[config.mk]
export PLATFORM = sky130hd
export DESIGN_NAME = uart_pixel_packer_flat
export DESIGN_NICKNAME = d
export VERILOG_FILES = /design/src/rtl/uart_pixel_packer_if.sv /design/src/rtl/uart_pixel_packer.sv /design/src/flat_wrapper.sv
export SDC_FILE = /design/constraint.sdc
export NUM_CORES = 1
export LEC_CHECK = 0
export CELL_PAD_IN_SITES_DETAIL_PLACEMENT = 1
export CELL_PAD_IN_SITES_GLOBAL_PLACEMENT = 1
export CORE_MARGIN = 4
export CORE_UTILIZATION = 42
export DETAILED_ROUTE_END_ITERATION = 10
export GPL_TIMING_DRIVEN = 0
export PLACE_DENSITY_LB_ADDON = 0.1
export REMOVE_ABC_BUFFERS = 1
export SYNTH_ARGS = -nofsm -noshare
export SYNTH_HDL_FRONTEND = slang
export SYNTH_SLANG_ARGS = --single-unit
[constraint.sdc]
create_clock -name clk -period 6.6 [get_ports clk]
set_input_delay 1.65 -clock clk [delete_from_list [all_inputs] [get_ports clk]]
set_output_delay 1.65 -clock clk [all_outputs]
set_load 0.02 [all_outputs]
[src/rtl/uart_pixel_packer_if.sv]
// Byte-in / word-out bus between the UART receiver, the pixel packer and the SDRAM write FIFO.
interface uart_pixel_packer_if;
  logic        rx_done;
  logic [7:0]  rx_data;
  logic        wfifo_full;
  logic        wfifo_wr_en;
  logic [15:0] wfifo_wr_data;

  modport master (
    output rx_done, rx_data, wfifo_full,
    input  wfifo_wr_en, wfifo_wr_data
  );

  modport slave (
    input  rx_done, rx_data, wfifo_full,
    output wfifo_wr_en, wfifo_wr_data
  );
endinterface

[src/rtl/uart_pixel_packer.sv]
// Packs UART byte pairs into RGB565 words for the SDRAM write FIFO, one frame at a time.
// Define UART_PACK_SYNC_EN to require an 0xAA 0x55 header before every frame.
module uart_pixel_packer #(
  parameter int FRAME_PIXELS = 307200,
  parameter int GAP_TIMEOUT  = 500000
) (
  input  logic                               clk,
  input  logic                               rst,
  uart_pixel_packer_if.slave                 bus,
  input  logic                               err_clr,
  output logic                               frame_active,
  output logic                               frame_done,
  output logic [$clog2(FRAME_PIXELS+1)-1:0]  pix_cnt,
  output logic                               err_overflow,
  output logic                               err_timeout
);
  localparam int CNT_W = $clog2(FRAME_PIXELS+1);
  localparam int GAP_W = $clog2(GAP_TIMEOUT+1);

`ifdef UART_PACK_SYNC_EN
  typedef enum logic [1:0] {SYNC0, SYNC1, PIX_HI, PIX_LO} state_t;
  localparam state_t RESTART = SYNC0;
  localparam bit     SYNC_EN = 1'b1;
`else
  typedef enum logic {PIX_HI, PIX_LO} state_t;
  localparam state_t RESTART = PIX_HI;
  localparam bit     SYNC_EN = 1'b0;
`endif

  state_t           state, nxt;
  logic [7:0]       hi_byte;
  logic [GAP_W-1:0] gap_cnt;
  logic [CNT_W-1:0] cnt_inc;
  logic             in_frame, latch_hi, do_write, last, timeout, sync_hit;

  assign in_frame = (state == PIX_HI) || (state == PIX_LO);
  assign cnt_inc  = pix_cnt + CNT_W'(1);

  // A received byte always takes priority over the gap timeout in the same cycle.
  always_comb begin
    nxt      = state;
    latch_hi = 1'b0;
    do_write = 1'b0;
    last     = 1'b0;
    timeout  = 1'b0;
    sync_hit = 1'b0;
    if (bus.rx_done) begin
      case (state)
`ifdef UART_PACK_SYNC_EN
        SYNC0: if (bus.rx_data == 8'hAA) nxt = SYNC1;
        SYNC1: begin
          if (bus.rx_data == 8'h55) begin
            nxt      = PIX_HI;
            sync_hit = 1'b1;
          end else if (bus.rx_data != 8'hAA) begin
            nxt = SYNC0;
          end
        end
`endif
        PIX_HI: begin
          latch_hi = 1'b1;
          nxt      = PIX_LO;
        end
        PIX_LO: begin
          do_write = 1'b1;
          if (cnt_inc == CNT_W'(FRAME_PIXELS)) begin
            last = 1'b1;
            nxt  = RESTART;
          end else begin
            nxt = PIX_HI;
          end
        end
        default: nxt = RESTART;
      endcase
    end else if (in_frame && (gap_cnt == GAP_W'(GAP_TIMEOUT))) begin
      timeout = 1'b1;
      nxt     = RESTART;
    end
  end

  always_ff @(posedge clk) begin
    if (rst) begin
      state             <= RESTART;
      pix_cnt           <= '0;
      gap_cnt           <= '0;
      bus.wfifo_wr_en   <= 1'b0;
      bus.wfifo_wr_data <= 16'h0000;
      frame_active      <= 1'b0;
      frame_done        <= 1'b0;
      err_overflow      <= 1'b0;
      err_timeout       <= 1'b0;
    end else begin
      state           <= nxt;
      frame_active    <= (nxt == PIX_HI) || (nxt == PIX_LO);
      frame_done      <= last;
      bus.wfifo_wr_en <= do_write && !bus.wfifo_full;
      if (do_write && !bus.wfifo_full) bus.wfifo_wr_data <= {hi_byte, bus.rx_data};

      // Dropped writes still count so the frame stays aligned.
      if (sync_hit)
        pix_cnt <= '0;
      else if (do_write)
        pix_cnt <= (last && !SYNC_EN) ? '0 : cnt_inc;
      else if (timeout && !SYNC_EN)
        pix_cnt <= '0;

      if (bus.rx_done || sync_hit || timeout)
        gap_cnt <= '0;
      else if (in_frame && (gap_cnt != GAP_W'(GAP_TIMEOUT)))
        gap_cnt <= gap_cnt + GAP_W'(1);

      if (do_write && bus.wfifo_full) err_overflow <= 1'b1;
      else if (err_clr)               err_overflow <= 1'b0;

      if (timeout)      err_timeout <= 1'b1;
      else if (err_clr) err_timeout <= 1'b0;
    end
  end

  always_ff @(posedge clk) begin
    if (latch_hi) hi_byte <= bus.rx_data;
  end
endmodule

[src/flat_wrapper.sv]
// flat-port wrapper written by rule: the top's interface ports become plain ports
module uart_pixel_packer_flat 
#(
  parameter int FRAME_PIXELS = 307200,
  parameter int GAP_TIMEOUT  = 500000
)
  (clk, rst, err_clr, frame_active, frame_done, pix_cnt, err_overflow, err_timeout, bus_rx_done, bus_rx_data, bus_wfifo_full, bus_wfifo_wr_en, bus_wfifo_wr_data);
  uart_pixel_packer_if bus_i ();
  input  logic clk;
  input  logic rst;
  input  logic err_clr;
  output logic frame_active;
  output logic frame_done;
  output logic [$clog2(FRAME_PIXELS+1)-1:0] pix_cnt;
  output logic err_overflow;
  output logic err_timeout;
  input wire logic [$bits(bus_i.rx_done)-1:0] bus_rx_done;
  input wire logic [$bits(bus_i.rx_data)-1:0] bus_rx_data;
  input wire logic [$bits(bus_i.wfifo_full)-1:0] bus_wfifo_full;
  output wire logic [$bits(bus_i.wfifo_wr_en)-1:0] bus_wfifo_wr_en;
  output wire logic [$bits(bus_i.wfifo_wr_data)-1:0] bus_wfifo_wr_data;
  assign bus_i.rx_done = bus_rx_done;
  assign bus_i.rx_data = bus_rx_data;
  assign bus_i.wfifo_full = bus_wfifo_full;
  assign bus_wfifo_wr_en = bus_i.wfifo_wr_en;
  assign bus_wfifo_wr_data = bus_i.wfifo_wr_data;
  uart_pixel_packer #(.FRAME_PIXELS(FRAME_PIXELS), .GAP_TIMEOUT(GAP_TIMEOUT)) u_core (.clk(clk), .rst(rst), .bus(bus_i), .err_clr(err_clr), .frame_active(frame_active), .frame_done(frame_done), .pix_cnt(pix_cnt), .err_overflow(err_overflow), .err_timeout(err_timeout));
endmodule
==> flow_summary.ini <==
[finish]
final_cells = 501
finalNetCount = 417
n_antenna_cell = 0
drive_above_1_share_pct = 7.65
area_growth_pct = 23.3
fill_cells = 846

[die]
num_io_pins = 53
dieArea_sq_um = 8730
start_util_pct = 44.2
die_w_um = 93.5
fp.coreArea_sq_um = 6940
die_height_um = 93.5
num_rows = 30

[setup_path]
crit_required_ns = 6.81
worstPathMaxFanout = 25
cp-start-kind = input pin
arrival_ns = 3.84
crit_type = input pin to flip-flop
end_kind = flip-flop

[power_and_ir_drop]
combPwrFrac_pct = 5.8
clkPwrFrac_pct = 38.3
internal-power_mw = 0.579
ir_drop_uv = 150
swShare_pct = 24.9
p_sw_mw = 0.192
seqPwrFrac_pct = 55.9
p_leak_nw = 1.26
p_per_area_nw_per_um2 = 204

[timing]
fin_tns_setup_ns = 0
tightest_slew_ns = 1.08
period_needed_ns = 3.64
fmax_mhz = 275
finalMaxSlewViolations = 0
rsz0062_at_grt = no
max-slew-margin-rel_pct = 27.8
finalSetupViolCount = 0
clock_skew_ns = 0.00817
hold_viol_final = 0
finalCritPeriodShare_pct = 55.1
hold_ws_ns = 0.457

[outcome]
status = completed

[clock_tree]
cts_inserted_buffers = 9
cts_resized = 0
path_clk_slew_ns = 0.08
clk_latency_ns = 0.34
cts_sinks = 68
cts_setup_buffers = 0
clk_path_buf_depth = 2
hold_buffers = 0
htreeDepth = 3
cts_root_buf = clkbuf_8
cts_tree = done

[global_routing]
overflow = 0
grt_pass1_wl_um = 13300
grt_max_degree = 26
antenna_found_initial = 0
globalRouteTotalUtil_pct = 19.4
grt_pass1_vias = 2641

[drt]
antenna_left = 0
dr.pass1.iters = 4
vias_per_cell = 5.26
vias = 2636
wl_per_cell_um = 15.7
initialDrtViolationCount = 92
drc_errors = 0
routed_wl_um = 7880

[synth]
yosys-top-cells-area = dfxtp_1, nand2_1, edfxtp_1
synth_top_cell_by_area = dfxtp_1
synth_seq_cells = 68
synth-edff-count = 8
yosysSeqAreaShare_pct = 47.0
netlist_area_sq_um = 3070
synth_top_area_share_pct = 39.2
postSynthCellCount = 353
ys_top_cells_by_count = nand2_1, dfxtp_1, nor2_1
syn_area_per_cell_sq_um = 8.69
yosysWarnings = 0
synthArstFlopShare_pct = 0
synth_ff_type = dfxtp_1
yosysMostFrequentCell = nand2_1
synthDistinctLibCells = 48

[flow_run]
cap_violations = 0

[placement]
port_buffers = 52
routabilityCongestion = 0.787
post-dp-hpwl_um = 5580
dpl.cell_count = 485

[worst_hold_path]
min_path_type = flip-flop to flip-flop
==> power by group through the flow <==
stage               clock network [mW]  registers, mW  logic (mW)
floorplan                            0          0.444      0.0148
global placement                     0          0.440      0.0431
detailed placement                   0          0.440      0.0450
CTS                              0.305          0.431      0.0456
global route                     0.324          0.432      0.0494
finish                           0.295          0.431      0.0448
==> registers in the layout, summed over array words and instances (netlist names) <==
name	flops
u_core.state	1
u_core.pix_cnt	19
u_core.err_overflow	1
u_core.err_timeout	1
u_core.frame_active	1
u_core.bus.wfifo_wr_en	1
u_core.hi_byte	8
u_core.gap_cnt	19
u_core.frame_done	1
u_core.bus.wfifo_wr_data	16
==> worst paths after layout <==
path	from	endpoint	slack [ns]	cells after the start
worst max-delay path	rst	u_core.pix_cnt[9]	2.96	6
worst min-delay path	u_core.bus.wfifo_wr_data[12]	u_core.bus.wfifo_wr_data[12]	0.46	2
worst max register to register	u_core.pix_cnt[1]	u_core.pix_cnt[13]	3.83	8
worst min register to register	u_core.bus.wfifo_wr_data[12]	u_core.bus.wfifo_wr_data[12]	0.46	2
==> worst max-delay path: stages <==
cell             delay [ns]
clkdlybuf4s50_1        1.11
inv_1                  0.18
nand2_1                0.51
nor2_1                 0.11
o21ai_0                0.18
o31ai_1                0.10
==> layer usage <==
layer | GRT usage, % | vias up | part of all wire, %
li1 | - | 1299 | -
met1 | 25.7 | 1266 | 47
met2 | 30.4 | 58 | 47
met3 | 5.31 | 13 | 5.1
met4 | 6.59 | 0 | 1.3
met5 | 0 | - | 0
==> logic make-up after synthesis <==
| kind of cell | synth area share [%] |
|---|---|
| compound gates | 13.7 |
| simple gates | 26.3 |
| xor+xnor | 7.10 |
| flops | 47.0 |
| buf+inv | 4.20 |
| fa+ha+maj | 1.63 |
==> layout make-up <==
type	instances	area, sq um	area share [%]
Clock inverter	7	43.8	1.16
Sequential cell	68	1440	38.1
Clock buffer	9	124	3.28
Multi-Input combinational cell	263	1500	39.7
Tap cell	96	120	3.18
Timing Repair Buffer	53	532	14.1
Inverter	5	18.8	0.496
==> cell usage in the layout, fill, tap and decap left out, types with 2 or more instances in the layout <==
cell type / count
edfxtp_1: 8
o21ai_0: 25
o21ai_1: 2
nand2_1: 66
nand3_1: 15
nand3_2: 3
ha_1: 4
nor2_1: 45
a211oi_1: 2
clkdlybuf4s50_1: 52
o31ai_1: 5
clkinv_2: 3
nor2_2: 2
clkinv_4: 2
or3_1: 3
xnor2_1: 10
o211ai_1: 2
and3_1: 6
nor4_1: 2
dfxtp_1: 60
xor2_1: 13
a31oi_1: 3
nor3_1: 3
nor2b_1: 3
a21oi_1: 23
inv_1: 5
nand4_1: 5
clkbuf_8: 9
==> per-stage QoR <==
stage | total power, mW | util (%) | instance area (sq um) | setup slack [ns]
after CTS | 0.781 | 54.5 | 3780 | 2.94
after detailed placement | 0.485 | 52.0 | 3610 | 2.60
final | 0.770 | 54.5 | 3780 | 2.96
after global routing | 0.805 | 54.5 | 3780 | 2.71
after global placement | 0.483 | 51.8 | 3600 | 1.66
after floorplan | 0.459 | - | 2960 | 3.49
Note: power is estimated with default switching activity, not from simulation.
